**src/rtl/mips_lsu_pkg.sv**
```systemverilog
// Shared definitions for the MEM-stage load/store unit: op codes, FSM states
// and the lane/alignment helpers used by both the FSM and the align datapath.
package mips_lsu_pkg;

   typedef enum logic [2:0] {
      LSU_LB  = 3'd0,
      LSU_LBU = 3'd1,
      LSU_LH  = 3'd2,
      LSU_LHU = 3'd3,
      LSU_LW  = 3'd4,
      LSU_SB  = 3'd5,
      LSU_SH  = 3'd6,
      LSU_SW  = 3'd7
   } lsu_op_e;

   typedef enum logic [1:0] {
      IDLE      = 2'd0,
      LOAD_WAIT = 2'd1,
      RMW_WAIT  = 2'd2,
      RMW_WRITE = 2'd3
   } lsu_state_e;

   function automatic logic is_misaligned(lsu_op_e op, logic [1:0] off);
      case (op)
         LSU_LH, LSU_LHU, LSU_SH: return off[0];
         LSU_LW, LSU_SW:          return (off != 2'd0);
         default:                 return 1'b0;
      endcase
   endfunction

   function automatic logic is_load(lsu_op_e op);
      return (op == LSU_LB) || (op == LSU_LBU) || (op == LSU_LH) ||
             (op == LSU_LHU) || (op == LSU_LW);
   endfunction

   // Big-endian mirrors the byte lane; halfword lanes reuse bit 1 of it.
   function automatic logic [1:0] byte_lane(logic [1:0] off, logic big_endian);
      return big_endian ? (2'd3 - off) : off;
   endfunction

endpackage

```
**src/rtl/mips_lsu_if.sv**
```systemverilog
// Word-wide port between the load/store unit (master) and the data SRAM (slave).
// Protocol: no handshake; a write commits on the edge ending a cycle with we=1,
// and read data for data_addr appears on ld_data in the following cycle.
interface mips_lsu_if #(
   parameter int DATA_WIDTH = 32,
   parameter int ADDR_WIDTH = 32
);
   logic                  we;
   logic [DATA_WIDTH-1:0] st_data;
   logic [ADDR_WIDTH-1:0] data_addr;
   logic [DATA_WIDTH-1:0] ld_data;

   modport master (output we, output st_data, output data_addr, input ld_data);
   modport slave  (input we, input st_data, input data_addr, output ld_data);
endinterface

```
**src/rtl/mips_lsu_align.sv**
```systemverilog
// Combinational lane datapath: extracts/extends sub-word loads and merges
// byte/halfword store data into a read word for read-modify-write.
module lsu_align
   import mips_lsu_pkg::*;
#(
   parameter int BIG_ENDIAN = 0
) (
   input  lsu_op_e     op,
   input  logic [1:0]  offset,
   input  logic [31:0] word,
   input  logic [15:0] st_data,
   output logic [31:0] ld_ext,
   output logic [31:0] merged_word
);
   logic [1:0]  lane;
   logic [4:0]  bsh;
   logic [4:0]  hsh;
   logic [7:0]  b;
   logic [15:0] h;

   always_comb begin
      lane = byte_lane(offset, BIG_ENDIAN != 0);
      bsh  = {lane, 3'b000};
      hsh  = {lane[1], 4'b0000};
      b    = word[bsh +: 8];
      h    = word[hsh +: 16];

      ld_ext = word;
      case (op)
         LSU_LB:  ld_ext = {{24{b[7]}}, b};
         LSU_LBU: ld_ext = {24'd0, b};
         LSU_LH:  ld_ext = {{16{h[15]}}, h};
         LSU_LHU: ld_ext = {16'd0, h};
         default: ld_ext = word;
      endcase

      merged_word = word;
      case (op)
         LSU_SB:  merged_word[bsh +: 8]  = st_data[7:0];
         LSU_SH:  merged_word[hsh +: 16] = st_data;
         default: merged_word = word;
      endcase
   end
endmodule

```
**src/rtl/mips_lsu.sv**
```systemverilog
// MEM-stage load/store unit: word-aligned SRAM accesses, sub-word load
// extension, SB/SH via read-modify-write, misalignment reporting and stall.
module mips_lsu
   import mips_lsu_pkg::*;
#(
   parameter int DATA_WIDTH = 32,
   parameter int ADDR_WIDTH = 32,
   parameter int BIG_ENDIAN = 0
) (
   input  logic                  i_clk,
   input  logic                  i_rst_n,
   input  logic                  i_req,
   input  logic [2:0]            i_op,
   input  logic [ADDR_WIDTH-1:0] i_addr,
   input  logic [DATA_WIDTH-1:0] i_st_data,
   output logic                  o_busy,
   output logic                  o_done,
   output logic [DATA_WIDTH-1:0] o_ld_data,
   output logic                  o_misalign,
   output logic [ADDR_WIDTH-1:0] o_bad_addr,
   output lsu_state_e            o_state,
   mips_lsu_if.master            bus
);
   lsu_state_e            state, state_d;
   lsu_op_e               req_op, op_q, op_d;
   logic [1:0]            off_q, off_d;
   logic [ADDR_WIDTH-3:0] wa_q, wa_d;
   logic [15:0]           sd_q, sd_d;
   logic [DATA_WIDTH-1:0] merged_q, merged_d;
   logic [DATA_WIDTH-1:0] ld_d, ld_ext, merged_word;
   logic                  done_d, mis_d;
   logic [ADDR_WIDTH-1:0] bad_d;
   logic                  we;
   logic [DATA_WIDTH-1:0] st;
   logic [ADDR_WIDTH-1:0] daddr;

   assign req_op = lsu_op_e'(i_op);

   lsu_align #(.BIG_ENDIAN(BIG_ENDIAN)) u_align (
      .op          (op_q),
      .offset      (off_q),
      .word        (bus.ld_data),
      .st_data     (sd_q),
      .ld_ext      (ld_ext),
      .merged_word (merged_word)
   );

   always_comb begin
      state_d  = state;
      op_d     = op_q;
      off_d    = off_q;
      wa_d     = wa_q;
      sd_d     = sd_q;
      merged_d = merged_q;
      done_d   = 1'b0;
      mis_d    = 1'b0;
      ld_d     = o_ld_data;
      bad_d    = o_bad_addr;
      we       = 1'b0;
      st       = '0;
      daddr    = {wa_q, 2'b00};
      case (state)
         IDLE: begin
            daddr = {i_addr[ADDR_WIDTH-1:2], 2'b00};
            if (i_req) begin
               if (is_misaligned(req_op, i_addr[1:0])) begin
                  done_d = 1'b1;
                  mis_d  = 1'b1;
                  ld_d   = '0;
                  bad_d  = i_addr;
               end else if (req_op == LSU_SW) begin
                  we     = 1'b1;
                  st     = i_st_data;
                  done_d = 1'b1;
               end else begin
                  op_d    = req_op;
                  off_d   = i_addr[1:0];
                  wa_d    = i_addr[ADDR_WIDTH-1:2];
                  sd_d    = i_st_data[15:0];
                  state_d = is_load(req_op) ? LOAD_WAIT : RMW_WAIT;
               end
            end
         end
         LOAD_WAIT: begin
            ld_d    = ld_ext;
            done_d  = 1'b1;
            state_d = IDLE;
         end
         RMW_WAIT: begin
            merged_d = merged_word;
            state_d  = RMW_WRITE;
         end
         RMW_WRITE: begin
            we      = 1'b1;
            st      = merged_q;
            done_d  = 1'b1;
            state_d = IDLE;
         end
         default: state_d = IDLE;
      endcase
   end

   always_ff @(posedge i_clk) begin
      if (!i_rst_n) begin
         state      <= IDLE;
         op_q       <= LSU_LB;
         off_q      <= '0;
         wa_q       <= '0;
         sd_q       <= '0;
         merged_q   <= '0;
         o_done     <= 1'b0;
         o_misalign <= 1'b0;
         o_ld_data  <= '0;
         o_bad_addr <= '0;
      end else begin
         state      <= state_d;
         op_q       <= op_d;
         off_q      <= off_d;
         wa_q       <= wa_d;
         sd_q       <= sd_d;
         merged_q   <= merged_d;
         o_done     <= done_d;
         o_misalign <= mis_d;
         o_ld_data  <= ld_d;
         o_bad_addr <= bad_d;
      end
   end

   // Bus outputs are forced quiet while reset is asserted, even mid-RMW.
   assign bus.we        = we & i_rst_n;
   assign bus.st_data   = i_rst_n ? st : '0;
   assign bus.data_addr = i_rst_n ? daddr : '0;
   assign o_busy        = (state != IDLE);
   assign o_state       = state;
endmodule
```
**src/flat_wrapper.sv**
```systemverilog
// flat-port wrapper written by rule: the top's interface ports become plain ports
module mips_lsu_flat import mips_lsu_pkg::*;
#(
   parameter int DATA_WIDTH = 32,
   parameter int ADDR_WIDTH = 32,
   parameter int BIG_ENDIAN = 0
)
  (i_clk, i_rst_n, i_req, i_op, i_addr, i_st_data, o_busy, o_done, o_ld_data, o_misalign, o_bad_addr, o_state, bus_we, bus_st_data, bus_data_addr, bus_ld_data);
  mips_lsu_if #(.DATA_WIDTH(DATA_WIDTH), .ADDR_WIDTH(ADDR_WIDTH)) bus_i ();
  input  logic i_clk;
  input  logic i_rst_n;
  input  logic i_req;
  input  logic [2:0] i_op;
  input  logic [ADDR_WIDTH-1:0] i_addr;
  input  logic [DATA_WIDTH-1:0] i_st_data;
  output logic o_busy;
  output logic o_done;
  output logic [DATA_WIDTH-1:0] o_ld_data;
  output logic o_misalign;
  output logic [ADDR_WIDTH-1:0] o_bad_addr;
  output lsu_state_e o_state;
  output wire logic [$bits(bus_i.we)-1:0] bus_we;
  output wire logic [$bits(bus_i.st_data)-1:0] bus_st_data;
  output wire logic [$bits(bus_i.data_addr)-1:0] bus_data_addr;
  input wire logic [$bits(bus_i.ld_data)-1:0] bus_ld_data;
  assign bus_we = bus_i.we;
  assign bus_st_data = bus_i.st_data;
  assign bus_data_addr = bus_i.data_addr;
  assign bus_i.ld_data = bus_ld_data;
  mips_lsu #(.DATA_WIDTH(DATA_WIDTH), .ADDR_WIDTH(ADDR_WIDTH), .BIG_ENDIAN(BIG_ENDIAN)) u_core (.i_clk(i_clk), .i_rst_n(i_rst_n), .i_req(i_req), .i_op(i_op), .i_addr(i_addr), .i_st_data(i_st_data), .o_busy(o_busy), .o_done(o_done), .o_ld_data(o_ld_data), .o_misalign(o_misalign), .o_bad_addr(o_bad_addr), .o_state(o_state), .bus(bus_i));
endmodule
```
**config.mk**
```make
export PLATFORM = sky130hd
export DESIGN_NAME = mips_lsu_flat
export DESIGN_NICKNAME = d
export VERILOG_FILES = /design/src/rtl/mips_lsu_pkg.sv /design/src/rtl/mips_lsu_if.sv /design/src/rtl/mips_lsu_align.sv /design/src/rtl/mips_lsu.sv /design/src/flat_wrapper.sv
export SDC_FILE = /design/constraint.sdc
export NUM_CORES = 1
export LEC_CHECK = 0
export CORE_MARGIN = 4
export CORE_UTILIZATION = 35
export DETAILED_ROUTE_END_ITERATION = 8
export PLACE_DENSITY_LB_ADDON = 0.25
export REMOVE_ABC_BUFFERS = 1
export SLEW_MARGIN = 0
export SYNTH_ARGS = -nofsm -noshare
export SYNTH_HDL_FRONTEND = slang
export SYNTH_SLANG_ARGS = --single-unit
```
**constraint.sdc**
```tcl
create_clock -name i_clk -period 4.7 [get_ports i_clk]
set_input_delay 0.705 -clock i_clk [delete_from_list [all_inputs] [get_ports i_clk]]
set_output_delay 0.705 -clock i_clk [all_outputs]
set_load 0.02 [all_outputs]
```
Word level (Yosys, flattened, before mapping)

Index checks and enable logic that the tools add are counted.

Register bits: 151
Latch bits: 0
Bits in writable memories: 0
Memory bits (read-only): 0
Bits of input ports: 102
Output and inout bits: 134
Word-level logic and storage cells: 87
Memories: 0

Add/sub/neg operators: 2
Multipliers: 0
Div/mod/pow operators: 0
$lt $le $gt $ge: 0
Equality and inequality tests: 18
Shifts and indexed selects: 6
Multiplexer cells: 30
Bitwise gates (word level): 3
Reductions and logical operators: 18

Operators by type and width:

| kind                    | count |
|---|---|
| $mux 32                 | 8 |
| $pmux 32 s2             | 3 |
| $pmux 32 s4             | 1 |
| $bwmux 32               | 2 |
| $shift 16x7->32 const A | 1 |
| $shift 8x7->32 const A  | 1 |
| $shiftx 16x7->32        | 1 |
| $shiftx 32x6->16        | 1 |
| $shiftx 32x6->8         | 1 |
| $shiftx 8x7->32         | 1 |
| $eq 3x3->1 const B      | 5 |
| $neg 5->7               | 2 |
| $eq 3x2->1 const B      | 4 |
| $reduce_and 3->1        | 4 |
| $mux 1                  | 8 |
| $mux 2                  | 4 |
| $eq 3x1->1 const B      | 2 |
| $logic_not 3->1         | 2 |
| $ne 2x2->1 const B      | 3 |
| $pmux 1 s2              | 3 |
| $pmux 2 s3              | 1 |
| $reduce_bool 2->1       | 3 |
| $eq 2x2->1 const B      | 2 |
| $logic_or 1x1->1        | 4 |
| 8 further kinds         | 10 |

Longest topological paths before layout

Gate-level depths: netlist of run 1.

Depth after elaboration: 10
Depth in mapped cells: 9
Mapped depth without buffers: 7

Modules after synthesis

Synthesis of run 1 repeated with hierarchy kept, for this count alone.

Cell total of the unflattened synthesis: 1,090
Area, all modules: 9,216.3 µm²

Modules (own cells, without submodules):

| module    | times used | cells an instance | area an instance (µm²) | seq. area each (µm²) |
|---|---|---|---|---|
| mips_lsu  | 1          | 887               | 7,622.3                | 3,022.9 |
| lsu_align | 1          | 203               | 1,594.0                | 0.0 |

Worst setup path after synthesis of run 1

Ideal clock, no wire load.

Kind: in2out
Start point: in i_addr[1]
End point: out bus_st_data[18]
Arrival time: 2.001 ns
Required time: 3.995 ns
Setup slack: 1.994 ns
Stages on the path: 6
Path buffers: 1
Path through: nor2b_2 -> o211a_4 -> nor3b_2 -> buf_2 -> a22oi_1 -> nor2_1

Word-level cells in the longest chain between the ends: 8

RTL lines:

| element            | line               | source |
|---|---|---|
| start: declaration | flat_wrapper.sv:14 | `input logic [ADDR_WIDTH-1:0] i_addr;` |
| $reduce_bool 2->1  | mips_lsu_pkg.sv:26 | `LSU_LW, LSU_SW: return (off != 2'd0);` |
| $pmux 1 s2         | mips_lsu_pkg.sv:24 | `case (op)` |
| $mux 1             | mips_lsu.sv:65     | `if (i_req) begin` |
| $mux 1             | mips_lsu.sv:62     | `case (state)` |
| $mux 32            | mips_lsu.sv:66     | `if (is_misaligned(req_op, i_addr[1:0])) begin` |
| $mux 32            | mips_lsu.sv:65     |  |
| $pmux 32 s2        | mips_lsu.sv:62     |  |
| $mux 32            | mips_lsu.sv:131    | `assign bus.st_data = i_rst_n ? st : '0;` |
| end: declaration   | flat_wrapper.sv:23 | `output wire logic [$bits(bus_i.st_data)-1:0] bus_st_data;` |

No other way between the ends. The select of a mux whose other input is x is not followed.

Final worst setup path of run 1

Start point: in i_req
End point: out bus_st_data[8]

Word-level cells in the longest chain between the ends: 3

RTL lines:

| element            | line               | source |
|---|---|---|
| start: declaration | flat_wrapper.sv:12 | `input logic i_req;` |
| $mux 32            | mips_lsu.sv:65     |  |
| $pmux 32 s2        | mips_lsu.sv:62     |  |
| $mux 32            | mips_lsu.sv:131    |  |

No other way between the ends.

==> results.md, run 1 <==
* Hold Violations, Final at 0
* H-tree levels at 4
* Setup bufs post-CTS at 0
* Syn Area/Cell at a little under 9 um2
* Setup WS pre-CTS at 0.8096 ns
* Power Internal at roughly 2.9 mW
* HP Class: reg2reg
* CTS max path bufs at 2
* YS warnings at 0
* First-pass GRT wire length at just under 40000 um
* Layout area overhead at 39.42%
* Die Span X at approximately 160 um
* Latest clock arrival within the worst-skew pair at approximately 0.43 ns
* Clock Skew at between 0.01 and 0.015 ns
* Total CTS buffers at 17
* Die height at ~160 um
* Endpoints failing setup at 0
* Vias per cell at ~5.2
* Placer Congestion at around 0.86
* Core region area at ~21000 um2
* Count leader, synth: dfxtp_1
* Row count at between 50 and 60
* Fin nets at ~1200
* Die area at about 24000 um2
* Critical Path AT at around 3.2 ns
* Wire per inst at 18.62 um
* Number of I/O port buffers at roughly 230
* Clock transition at the registers of the reported paths at 0.06 ns
* Post-synthesis cell area at between 7000 and 8000 um2
* Crit. End Element: primary output
* Tmin final at 3.907 ns
* Unrepaired setup endpoints after global routing: false
* DR DRC count at 0
* Tcrit/Tclk final at 0.8314
* Initial antenna violation count at 1
* Clock power frac at 0.321
* Mapped Cells at 871
* WP data required at 3.99 ns
* Register area share after synthesis at 0.3958
* Top-level port count at 236
* Synth cell types at 58
* Net Sw Power at ~1.5 mW
* Final hold slack at between 0.4 and 0.5 ns
* # clock sinks at about 150
* Worst-Margin Slew at 0.9119 ns
* Max-slew violations at 0
* DRT antenna net count at 0
* Peak VDD IR at between 0.2 and 0.3 mV
* TritonCTS clock tree: built
* Synth top cells by count: dfxtp_1, nand2_1, nor2b_1
* Vias in the first global route at roughly 7000
* Pin count of the biggest net entering global routing at between 90 and 100
* Worst Path Max Fanout at 33
* Seq pwr share at 0.364
* Post-synth EDFFs at 0
* Antenna cells at 0
* CTS resizes at 0
* Max-cap violations at 0
* Total vias in the final route at about 7000
* Combinational Power Share at 0.315
* Switching share of power at 0.3431
* Share of cells above drive strength 1 at 0.05773
* Yosys top cell by area: dfxtp_1
* WL final at between 20000 and 30000 um
* DR iter-0 viols at 415
* Grt total ovfl at 0
* Yosys top cell area share at 0.3958
* Hpwl dp at between 15000 and 20000 um
* Initial core utilization at 0.3599
* 1st-pass router iterations at 5
* Leak pwr at around 4.2 nW
* Pwr/cell area at between 400 and 500 nW/um2
* Crit Path Class: in2out
* Fillcell total at slightly above 2000
* Async SR Flop Fraction at 0
* Final setup margin at 0.7925 ns
* Worst Setup Start Kind: input pin
* Status: finished clean
* Peak Freq at approximately 260 MHz
* Root Driver: clkbuf_16
* Total negative slack at 0 ns
* Slew HR at 0.3914
* Cts hold-fix bufs at 0
* Gr usage total at 0.2029
* Top FF cell, synth: dfxtp_1
* Synthesized flop and latch total at between 150 and 200
* Top post-synthesis cells by area: dfxtp_1, mux2i_1, nor2b_1
## routing by layer
metal  part of all wire  up-vias  GRT usage  wire length, um
met3              0.089       35    0.07323             2224
met2               0.45      242     0.3235            11370
met4              0.020        2    0.06211              494
met5            0.00048        -          0               12
li1                   -     3457          -                -
met1               0.44     3308     0.2581            11010
## cells by family after synthesis
group / share of synthesized area
flip-flops: 0.3958
AND/OR/NAND/NOR: 0.2027
AO/OA/AOI/OAI: 0.2207
multiplexers: 0.1104
adder cells (fa/ha/maj): 0.01474
other: 0.0004910
buffers and inverters: 0.05521
## path summary, 6_finish.rpt
kind / startpoint / to / slack, ns / cells past startpoint
setup reg to reg: u_core.o_state[1]$_SDFFE_PN0P_ / u_core.o_bad_addr[4]$_SDFFE_PN0P_ / 2.19 / 7
setup / recovery: i_req / bus_st_data[8] / 0.79 / 8
hold / removal: u_core.o_bad_addr[2]$_SDFFE_PN0P_ / u_core.o_bad_addr[2]$_SDFFE_PN0P_ / 0.46 / 2
hold reg to reg: u_core.o_bad_addr[2]$_SDFFE_PN0P_ / u_core.o_bad_addr[2]$_SDFFE_PN0P_ / 0.46 / 2
## power groups by stage
stage | Combinational (mW) | Clock [mW] | Sequential [mW]
final | 1.37 | 1.40 | 1.59
after global routing | 1.50 | 1.48 | 1.60
after CTS | 1.38 | 1.43 | 1.58
after detailed placement | 1.38 | 0 | 1.61
after global placement | 1.37 | 0 | 1.61
after floorplan | 0.775 | 0 | 1.64
## registers in the layout, indices dropped and copies added (netlist names)
register / cells
u_core.o_ld_data: 32
u_core.o_misalign: 1
u_core.op_q: 3
u_core.o_done: 1
u_core.off_q: 2
u_core.sd_q: 16
u_core.wa_q: 30
u_core.o_bad_addr: 32
u_core.merged_q: 32
u_core.o_state: 2
## layout by cell type (no fill, tap or decap), drive strengths merged, types with 18 or more instances in the layout
cell type / instances
nand2: 116
a22oi: 32
a22o: 21
inv: 20
a221oi: 27
nor2b: 92
nand2b: 25
clkdlybuf4s50: 232
a21boi: 32
mux2i: 82
o21ai: 37
nor2: 53
a21oi: 23
dfxtp: 151
clkbuf: 18
## per-stage QoR
step	std cells	cell area (um2)	utilization	power (mW)
floorplan	795	7268	-	2.411
global placement	1317	10060	0.4739	2.975
detailed placement	1317	10060	0.4739	2.989
CTS	1349	10650	0.5018	4.396
global route	1349	10650	0.5018	4.579
finish	1349	10650	0.5018	4.353
## critical path, cell delays in order
cell and delay (ns):
clkdlybuf4s50_1 0.68, nand4_1 0.15, nor2_1 0.17, nor3b_4 0.19, buf_4 0.37, a22oi_1 0.15, nor2_1 0.14, clkdlybuf4s50_1 0.62
## cell type report
type,instances,area [um2],area share
sequential,151,3023,0.2839
multi-input combinational,631,4205,0.3949
inverter,13,48.80,0.004583
tap,275,344.1,0.03231
clock inverter,14,162.7,0.01528
clock buffer,18,429.2,0.04031
timing repair buffer,247,2435,0.2287
(Power assumes the default switching activity.)
==> inputs of run 2 (changes only) <==
==> constraint.sdc (replaced) <==
create_clock -name i_clk -period 3.3 [get_ports i_clk]
set_input_delay 0.495 -clock i_clk [delete_from_list [all_inputs] [get_ports i_clk]]
set_output_delay 0.495 -clock i_clk [all_outputs]
set_load 0.02 [all_outputs]
==> results.md, run 2 (synthesized netlist as in run 1, its figures left out) <==
* Status: finished clean
* Final hold slack at 0.4626 ns
* Top-level port count at 236
* First-pass GRT wire length at around 40000 um
* Max-cap violations at 0
* Endpoints failing setup at 0
* Antenna cells at 0
* Pwr/cell area at 570.3 nW/um2
* Area of the multi-input gates at 4208 um2
* CTS max path bufs at 2
* Critical Path AT at 2.65 ns
* Share of cells above drive strength 1 at 0.06912
* Worst Path Max Fanout at 33
* Hold Crit Start: u_core.o_bad_addr[20]$_SDFFE_PN0P_
* Worst Setup Start Kind: input pin
* Worst r2r src: u_core.o_state[1]$_SDFFE_PN0P_
* Gr usage total at 0.2052
* Fin nets at roughly 1200
* Final Util at 0.5108
* Latest clock arrival within the worst-skew pair at between 0.4 and 0.5 ns
* Die Span X at around 160 um
* Crit Path Class: in2out
* Placer Congestion at between 0.8 and 0.9
* DR iter-0 viols at ~600
* WL final at 25320 um
* Pin count of the biggest net entering global routing at 48
* Fillcell total at just under 2000
* Worst-Margin Slew at ~0.9 ns
* Initial core utilization at 0.3599
* DP Area at around 10000 um2
* Vias per cell at 5.252
* Cts hold-fix bufs at 0
* Max-slew violations at 0
* HP Class: reg2reg
* Layout area overhead at 41.92%
* Commonest non-fill, non-tap cells in the layout: clkdlybuf4s50_1, dfxtp_1, nand2_1, nor2b_1, mux2i_1
* CP Buf/Inv Count at 4
* Commonest non-fill, non-tap cell in the layout: clkdlybuf4s50_1
* Peak VDD IR at between 0.3 and 0.4 mV
* Sequential cell area at around 3000 um2
* DR DRC count at 0
* Clock Skew at roughly 0.011 ns
* Tmin final at 3.150 ns
* CP startpoint: i_op[1]
* Top Registers: u_core.merged_q (32), u_core.o_bad_addr (32), u_core.o_ld_data (32)
* Total CTS buffers at 17
* Cell at the slowest stage of the critical path: clkdlybuf4s50_1
* Leak pwr at slightly below 5 nW
* TritonCTS clock tree: built
* Slowest stage delay, CP at 0.61 ns
* Unrepaired setup endpoints after global routing: false
* Root Driver: clkbuf_16
* Cell Chain, Critical Path: clkdlybuf4s50_1 -> buf_4 -> nand2_1 -> nand2_2 -> nor3b_4 -> buf_12 -> nor2_1 -> nor2_1 -> clkdlybuf4s50_1
* Slew HR at 0.4124
* Final std cells w/o fill at ~1400
* Hpwl dp at 17930 um
* Row count at between 50 and 60
* Clock transition at the registers of the reported paths at 0.07 ns
* Total vias in the final route at between 7000 and 8000
* Number of I/O port buffers at around 230
* Vias in the first global route at approximately 7200
* DRT antenna net count at 0
* H-tree levels at 4
* Peak Freq at 317.5 MHz
* Wire per inst at between 15 and 20 um
* Crit. End Element: primary output
* Final instance area at ~11000 um2
* Core region area at approximately 21000 um2
* Tcrit/Tclk final at 0.9545
* Die area at between 20000 and 25000 um2
* # clock sinks at roughly 150
* Grt total ovfl at 0
* Top cell family by delay on the critical path: buffers and inverters
* Placed cells at about 1300
* 1st-pass router iterations at 5
* Die height at between 150 and 200 um
* Hold Violations, Final at 0
* Initial antenna violation count at 0
* WP data required at about 2.8 ns
==> run 2: metrics by stage <==
step                      setup slack, ns  power [mW]  setup TNS (ns)
after detailed placement          0.04167       4.271               0
after floorplan                    -2.328       3.434         -142.26
final                              0.1500       6.181               0
after CTS                         0.01998       6.230               0
after global placement             0.1212       4.262               0
after global routing              0.01884       6.511               0
==> run 2: layout make-up <==
| class | count | share of cell area |
|---|---|---|
| Multi-Input combinational cell | 631 | 0.3882 |
| Clock buffer | 18 | 0.04052 |
| Timing Repair Buffer | 258 | 0.2431 |
| Inverter | 13 | 0.004502 |
| Tap cell | 275 | 0.03174 |
| Clock inverter | 14 | 0.01304 |
| Sequential cell | 151 | 0.2789 |
==> run 2: tightest hold or removal path, cell delays in order, from the launching register on <==
cell and delay, ns:
dfxtp_1 0.31, nand2_1 0.04, a21boi_0 0.06
==> run 2: where the power goes <==
part           switching [mW]  leakage [nW]  internal (mW)
registers               0.187          1.23           2.07
clock network           0.867         0.278           1.08
logic                    1.09          3.38          0.880
total                    2.15          4.89           4.03
==> run 2: per-layer routing <==
layer	share of wire	wire, um	track usage	vias up
met2	0.44	11160	0.3148	267
met1	0.44	11080	0.2666	3355
li1	-	-	-	3482
met4	0.027	690	0.07336	0
met5	0	0	0	-
met3	0.094	2388	0.07490	39
==> run 2: path summary, 6_finish.rpt <==
| check | cells after the start | slack (ns) | end |
|---|---|---|---|
| min | 2 | 0.46 | u_core.o_bad_addr[20]$_SDFFE_PN0P_ |
| max reg2reg | 7 | 0.92 | u_core.off_q[0]$_SDFFE_PN0P_ |
| min reg2reg | 2 | 0.46 | u_core.o_bad_addr[20]$_SDFFE_PN0P_ |
| max | 9 | 0.15 | bus_we |
==> run 2: timing repair <==
| item | 4_1_cts | 5_1_grt |
|---|---|---|
| setup buffers | 0 | 0 |
| gates resized for setup | 0 | 33 |
| setup endpoints to repair | 0 | 33 |
==> inputs of run 3 (changes only) <==
--- a/config.mk
+++ b/config.mk
@@ -5,6 +5,7 @@
 export SDC_FILE = /design/constraint.sdc
 export NUM_CORES = 1
 export LEC_CHECK = 0
+export CAP_MARGIN = 20
 export CORE_MARGIN = 4
 export CORE_UTILIZATION = 35
 export DETAILED_ROUTE_END_ITERATION = 8
==> constraint.sdc (replaced) <==
create_clock -name i_clk -period 3.69 [get_ports i_clk]
set_input_delay 0.5535 -clock i_clk [delete_from_list [all_inputs] [get_ports i_clk]]
set_output_delay 0.5535 -clock i_clk [all_outputs]
set_load 0.05 [all_outputs]
==> results.md, run 3 (synthesized netlist as in run 1, its figures left out) <==
* Gr usage total at 0.2027
* Final setup margin at roughly 0.36 ns
* Tcrit/Tclk final at 0.9017
* Commonest non-fill, non-tap cell in the layout: clkdlybuf4s50_1
* WL final at ~25000 um
* Pwr/cell area at about 530 nW/um2
* TritonCTS clock tree: built
* # clock sinks at ~150
* Hold Violations, Final at 0
* Endpoints failing setup at 0
* Number of I/O port buffers at 233
* Setup WS pre-CTS at 0.4514 ns
* Initial antenna violation count at 0
* WP data required at about 3.1 ns
* Row count at 53
* Max-slew violations at 0
* Tmin final at 3.327 ns
* Peak VDD IR at approximately 0.36 mV
* DRT antenna net count at 0
* Die Span X at around 160 um
* Core region area at roughly 21000 um2
* Pin count of the biggest net entering global routing at 49
* Initial core utilization at 0.3599
* DR DRC count at 0
* Die area at roughly 24000 um2
* Final instance area at about 11000 um2
* HP Class: reg2reg
* Root Driver: clkbuf_16
* Peak Freq at roughly 300 MHz
* Critical Path AT at about 2.8 ns
* Unrepaired setup endpoints after global routing: false
* Vias per cell at between 5 and 6
* Crit. End Element: primary output
* Top-level port count at 236
* Crit Path Class: reg2out
* 1st-pass router iterations at 5
* Setup bufs post-CTS at 0
* Clock Skew at between 0.01 and 0.015 ns
* DR iter-0 viols at 462
* Hpwl dp at about 18000 um
* Vias in the first global route at 6947
* Commonest non-fill, non-tap cells in the layout: clkdlybuf4s50_1, dfxtp_1, nand2_1, nor2b_1, mux2i_1
* H-tree levels at 4
* Final std cells w/o fill at ~1400
* Latest clock arrival within the worst-skew pair at approximately 0.43 ns
* Placer Congestion at approximately 0.84
* Slew HR at 0.4447
* DP Area at roughly 10000 um2
* Leak pwr at roughly 4.4 nW
* First-pass GRT wire length at around 39000 um
* Worst Setup Start Kind: register
* Total vias in the final route at approximately 7000
* Die height at ~160 um
* Clock transition at the registers of the reported paths at roughly 0.060 ns
* Total CTS buffers at 17
* Fillcell total at 1947
* Layout area overhead at 44.51%
* Wire per inst at 18.66 um
* Top Registers: u_core.merged_q (32), u_core.o_bad_addr (32), u_core.o_ld_data (32)
* Status: finished clean
* Share of cells above drive strength 1 at 0.09108
* Cts hold-fix bufs at 0
* Max-cap violations at 0
* CTS max path bufs at 2
* Placed cells at 1320
* Worst Path Max Fanout at 33
* Worst-Margin Slew at between 0.8 and 0.9 ns
* Fin nets at 1175
* Antenna cells at 0
* Grt total ovfl at 0
## run 3: cell types whose count changed in the layout (fill, tap and decap cells not counted)
cell / delta
clkinvlp_4: -1
nor2_1: +1
buf_4: -9
clkinv_4: +1
ha_4: +1
nor2_2: -1
clkbuf_8: -1
buf_12: +34
dlymetal6s2s_1: -32
ha_2: -1
clkdlybuf4s50_1: -1
## run 3: layer usage
metal  vias up  global-route usage  wire length [um]
met3        35             0.07295              2292
met2       278              0.3140             11120
li1       3465                   -                 -
met5         -                   0                 0
met4         0             0.07211               612
met1      3240              0.2616             11180
## run 3: critical path, stage by stage (launching register included)
cell	delay [ns]
dfxtp_1	0.36
inv_1	0.14
ha_4	0.33
inv_1	0.15
nor2_1	0.21
nor3b_4	0.21
buf_4	0.40
a22oi_1	0.12
nor2_1	0.22
buf_12	0.17
## run 3: timing repair
item                                    4_1_cts  5_1_grt
resized for setup                             0        1
endpoints found under the hold margin         0        0
endpoints found under the setup margin        0        5
## run 3: path summary, 6_finish.rpt
check,startpoint,end,slack [ns],cells past startpoint
min reg2reg,u_core.o_bad_addr[17]$_SDFFE_PN0P_,u_core.o_bad_addr[17]$_SDFFE_PN0P_,0.46,2
max reg2reg,u_core.off_q[0]$_SDFFE_PN0P_,u_core.merged_q[16]$_SDFFE_PN0P_,1.28,7
min,u_core.o_bad_addr[17]$_SDFFE_PN0P_,u_core.o_bad_addr[17]$_SDFFE_PN0P_,0.46,2
max,u_core.o_state[0]$_SDFFE_PN0P_,bus_st_data[5],0.36,9
## run 3: final cells by class
class	count	area (um2)	area share
inverter	13	48.80	0.004421
clock inverter	14	142.6	0.01292
clock buffer	17	425.4	0.03854
multi-input combinational	631	4215	0.3819
tap	275	344.1	0.03118
timing repair buffer	250	2838	0.2571
sequential	151	3023	0.2739
## run 3: stage by stage
| stage | util | TNS [ns] | hold slack, ns | power, mW |
|---|---|---|---|---|
| global route | 0.5201 | 0 | 0.4796 | 6.135 |
| global placement | 0.4929 | 0 | 0.4480 | 4.161 |
| floorplan | - | -147.00 | 0.4368 | 3.384 |
| detailed placement | 0.4929 | 0 | 0.4512 | 4.171 |
| CTS | 0.5196 | 0 | 0.4639 | 5.872 |
| finish | 0.5201 | 0 | 0.4606 | 5.841 |
## run 3: report_power, final
part / switching, mW / internal [mW]
Combinational: 1.30 / 0.820
Clock: 0.755 / 0.943
Sequential: 0.163 / 1.85
Total: 2.22 / 3.62
==> RTL edit 1, RTL diff (flow settings as in run 1) <==
Remove the register `o_done`: a continuous assignment takes its place, so the output `o_done` follows one clock earlier.
--- a/src/rtl/mips_lsu.sv
+++ b/src/rtl/mips_lsu.sv
@@ -109,5 +109,4 @@
          sd_q       <= '0;
          merged_q   <= '0;
-         o_done     <= 1'b0;
          o_misalign <= 1'b0;
          o_ld_data  <= '0;
@@ -120,5 +119,4 @@
          sd_q       <= sd_d;
          merged_q   <= merged_d;
-         o_done     <= done_d;
          o_misalign <= mis_d;
          o_ld_data  <= ld_d;
@@ -126,4 +124,6 @@
       end
    end
+
+   assign o_done = done_d;
 
    // Bus outputs are forced quiet while reset is asserted, even mid-RMW.
Function: changed (Yosys sat finds a counterexample within 4 cycles, from zero or initial values and one cycle with i_rst_n low).
==> RTL edit 1 against run 1 <==
Clock skew about the same; sequential cell count down 1; wire length up 11%; register-to-register slack worse by 0.32 ns; worst setup slack better by 0.038 ns; final area up 3.7%; total power down 17%; synthesized area up 5.9%; critical endpoint is now bus_st_data[9]; largest cell class unchanged; largest power group unchanged; highest routed layer is now met4.
==> RTL edit 1: results (changes against run 1) <==
Clock network
  • Clock Tree Buf Depth: 2 (unchanged)
  • Clock-pin transition on the worst setup and hold timing paths: 0.07 ns
  • Cts repair resizes: 0 (unchanged)
  • Skew-Pair Late Insertion Delay: 0.43 ns (about the same)
  • Num CTS Buffers: 17 (unchanged)
  • H-tree depth: 4 (unchanged)
  • Root Buffer: clkbuf_16
  • Setup Fix Bufs, Post-CTS: 0 (unchanged)

Finish
  • N_diodes: 0 (unchanged)
  • Biggest regs: u_core.merged_q x32, u_core.o_bad_addr x32, u_core.o_ld_data x32
  • Clock-cell share of area: 5.26% (-0.30 points)
  • Proportion of layout cells with a drive suffix above 1: 8.49% (+2.7 points)
  • Register area: 0.00300 sq mm (-0.66%)
  • Multi-input logic area: 0.00462 sq mm (+9.8%)
  • Nets: 1,229 (+4.9%)
  • Filler cells: 2,186 (+6.4%)
  • Number of non-clock buffers: 248 (+0.40%)
  • Multi-Input Combinational: 693 (+9.8%)
  • Inverters: 8 (-5)
  • NonClk Buf Share: 22.2% (-0.63 points)

Place
  • GP Congestion: 0.783 (-9.0%)
  • Dpl ws: 0.798 ns (-0.0114 ns)
  • Port Buffers: 233 (unchanged)
  • Placed cell area: 0.0105 sq mm (+4.0%)
  • HPWL after DPL: 18,400 microns (+3.5%)

Power
  • VDD IR-drop max: 0.207 mV (-27%)
  • Leakage: 0.00396 uW (-6.6%)
  • Int Pwr: 2450 uW (-14%)
  • Part of the power in registers: 38.9% (+2.5 points)
  • Final Total Pwr: 3600 uW (-17%)
  • P_comb: 825 uW (-40%)

Yosys
  • Post-synthesis cell type count: 69 (+19%)
  • Seq cells post-synth: 150 (-0.66%)
  • Register area share after synthesis: 37.1% (-2.4 points)
  • Post-synth top cells: dfxtp_1, o21ai_0, nand3_1
  • Fraction of registers with async set/reset: 0% (unchanged)
  • Yosys warning total: 0 (unchanged)
  • Synth top area cells: dfxtp_1, o21ai_0, nand3_1

Worst setup path
  • Kind of cell adding the most delay to the critical path: buffers and inverters
  • CP max stage delay: 0.77 ns (+0.09 ns)
  • WP data arrival: 3.16 ns (-0.04 ns)
  • Crit Path Max Fanout: 19 (-42%)
  • CP max stage cell: clkdlybuf4s50_1

Detailed routing
  • DRT Pass-1 Iters: 5 (unchanged)
  • WL/cell: 19.6 microns (+5.4%)
  • 1st-iter DRT viols: 628 (+51%)
  • Via count: 7,915 (+12%)

GRT
  • Met2 usage: 33.3% (+0.93 points)
  • Met1 Use GR: 28.5% (+2.7 points)
  • Initial antenna violation count: 0 (-1)
  • Global routing usage on met3: 6.94% (-0.38 points)
  • Largest net degree at the start of global routing: 154 (+64%)
  • Global-route wire length before repair: 44,200 microns (+13%)
  • GRT Overall Usage: 21.1% (+0.79 points)
  • Vias in the first global route: 7,709 (+11%)

Timing
  • Worst Clk Skew: 0.0108 ns (-0.000374 ns)
  • Slew headroom: 31.1% (-8.1 points)

Run status
  • Status: completed

Min path
  • Hold Crit Class: reg2reg
## RTL edit 1: cell types whose count changed after synthesis, sizes merged, moves of 19 or more
cell and delta:
a221oi -26, nor2b -58, a21boi +52, nand2b -19
mux2i -44, nand3 +83, o21ai +88, nand2 -53
## RTL edit 1: layer usage
layer,up-vias,part of all wire (%)
met4,0,0.83
met1,3801,45
li1,3795,-
met3,23,8.6
met2,296,46
met5,-,0
## RTL edit 1: path summary, 6_finish.rpt
kind,start,end,slack [ns],depth (start not counted)
worst min register to register,u_core.o_ld_data[28]$_SDFFE_PN0P_,u_core.o_ld_data[28]$_SDFFE_PN0P_,0.46,1
worst max-delay path,i_op[1],bus_st_data[9],0.83,7
worst min-delay path,u_core.o_ld_data[28]$_SDFFE_PN0P_,u_core.o_ld_data[28]$_SDFFE_PN0P_,0.46,1
worst max register to register,u_core.off_q[1]$_SDFFE_PN0P_,u_core.merged_q[12]$_SDFFE_PN0P_,1.87,6
## RTL edit 1: metrics by stage
| stage | hold slack (ns) | util, % | cells |
|---|---|---|---|
| floorplan | 0.452 | - | 851 |
| global placement | 0.445 | 46.1 | 1384 |
| detailed placement | 0.447 | 46.1 | 1384 |
| CTS | 0.467 | 48.6 | 1416 |
| global route | 0.485 | 48.6 | 1416 |
| finish | 0.462 | 48.6 | 1416 |
## RTL edit 1: kinds of logic (layout without fill, tap and decap cells)
family                     after synthesis  in the layout  share of synthesized area (%)
AOI/OAI and AO/OA                      354            354                           31.3
buffers and inverters                  103            288                           6.11
muxes                                   45             45                           5.68
adders and majority gates                9              9                           1.39
other                                    1              2                         0.0464
and+or+nand+nor                        283            283                           18.4
DFF                                    150            150                           37.1
==> RTL edit 2, RTL diff (settings of run 1) <==
Without the edit above. `ADDR_WIDTH` is set to 32 in 3 places; all go to 64.
--- a/src/rtl/mips_lsu_if.sv
+++ b/src/rtl/mips_lsu_if.sv
@@ -4,5 +4,5 @@
 interface mips_lsu_if #(
    parameter int DATA_WIDTH = 32,
-   parameter int ADDR_WIDTH = 32
+   parameter int ADDR_WIDTH = 64
 );
    logic                  we;
--- a/src/rtl/mips_lsu.sv
+++ b/src/rtl/mips_lsu.sv
@@ -5,5 +5,5 @@
 #(
    parameter int DATA_WIDTH = 32,
-   parameter int ADDR_WIDTH = 32,
+   parameter int ADDR_WIDTH = 64,
    parameter int BIG_ENDIAN = 0
 ) (
--- a/src/flat_wrapper.sv
+++ b/src/flat_wrapper.sv
@@ -3,5 +3,5 @@
 #(
    parameter int DATA_WIDTH = 32,
-   parameter int ADDR_WIDTH = 32,
+   parameter int ADDR_WIDTH = 64,
    parameter int BIG_ENDIAN = 0
 )
Ports: changed (resized bus_data_addr, i_addr and o_bad_addr); port bits go from 236 to 332. No check against the original RTL was run, so the function may have changed too.
==> RTL edit 2 against run 1 <==
Die area up 30%; utilization up 0.65 points; sequential cell count up 64; final area up 34%; sequential share of layout area up 1.8 points; worst setup slack worse by 0.0060 ns; total power up 39%; wire length up 45%; synthesized area up 32%; count of clock-buffer cells in the layout up 14; critical path type unchanged; largest power group unchanged.
==> RTL edit 2: results (changes against run 1) <==
Timing
  • Slew headroom: 31.4% (-7.8 points)
  • Worst Clk Skew: 0.0134 ns (+0.00219 ns)
  • Final worst hold slack: 0.452 ns (-0.0101 ns)

Clock network
  • Num CTS Buffers: 24 (+7)
  • Skew-Pair Late Insertion Delay: 0.52 ns (+0.09 ns)

Yosys
  • Register area share after synthesis: 42.7% (+3.1 points)
  • Post-synth top cells: nand2_1, dfxtp_1, nor2_1
  • Synthesized area per cell: 7.82 sq um (-11%)

Finish
  • Fin cells: 1,938 (+44%)
  • Proportion of layout cells with a drive suffix above 1: 4.74% (-1.0 points)
  • Filler cells: 2,734 (+33%)
  • Nets: 1,689 (+44%)
  • Biggest regs: u_core.o_bad_addr x64, u_core.wa_q x62

Worst setup path
  • Worst flop-to-flop path startpoint: u_core.o_state[0]$_SDFFE_PN0P_
  • CP Launch Point: i_op[0]
  • WP data arrival: 3.21 ns (about the same)
  • Flop-to-flop setup slack: 2.00 ns (-0.19 ns)
  • CP max stage cell: clkdlybuf4s50_1
  • R2R Path End: u_core.o_ld_data[21]$_SDFFE_PN0P_

GRT
  • Initial antenna violation count: 0 (-1)
  • Met1 Use GR: 27.5% (+1.7 points)
  • Global-route wire length before repair: 55,800 microns (+43%)
  • Vias in the first global route: 9,776 (+40%)
  • Met2 usage: 35.8% (+3.5 points)
  • Largest net degree at the start of global routing: 167 (+78%)
  • GRT Overall Usage: 22.0% (+1.7 points)

Run status
  • Status: completed

Min path
  • Hold path endpoint: u_core.o_bad_addr[60]$_SDFFE_PN0P_
  • Hold path startpoint: u_core.o_bad_addr[60]$_SDFFE_PN0P_

Power
  • Leakage: 0.00539 uW (+27%)
  • VDD IR-drop max: 0.237 mV (-16%)

Detailed routing
  • Via count: 10,035 (+42%)
  • WL met2: 16,600 microns (+46%)
  • Highest metal used: met4
  • 1st-iter DRT viols: 682 (+64%)
  • Met1 WL: 15,100 microns (+37%)
  • Final wirelength: 36,400 microns (+45%)

Place
  • GP Congestion: 0.865 (+0.51%)
  • Port Buffers: 329 (+41%)
  • HPWL after DPL: 25,300 microns (+42%)
  • Placed cell area: 0.0135 sq mm (+34%)
RTL edit 2: tightest hold or removal path: stages, from the launching register on:
cell,delay [ns]
dfxtp_1,0.30
nand2_1,0.05
a21oi_1,0.05
RTL edit 2: cell type report:
class / count / area, sq um / share of cell area (%)
tap: 378 / 473 / 3.31
multi-input combinational: 950 / 5250 / 36.8
sequential: 215 / 4300 / 30.1
clock inverter: 8 / 101 / 0.710
clock buffer: 32 / 661 / 4.63
timing repair buffer: 346 / 3450 / 24.1
inverter: 9 / 36.3 / 0.254
RTL edit 2: logic make-up after synthesis:
kind of cell,share of synthesized area [%]
muxes,7.32
other,0.0372
buffers and inverters,5.60
AOI/OAI and AO/OA,21.5
adders and majority gates,1.12
and+or+nand+nor,21.7
DFF,42.7
RTL edit 2: report_power, final:
part | switching (uW) | internal (uW)
Combinational | 1150 | 820
Clock | 752 | 1090
Sequential | 159 | 2060
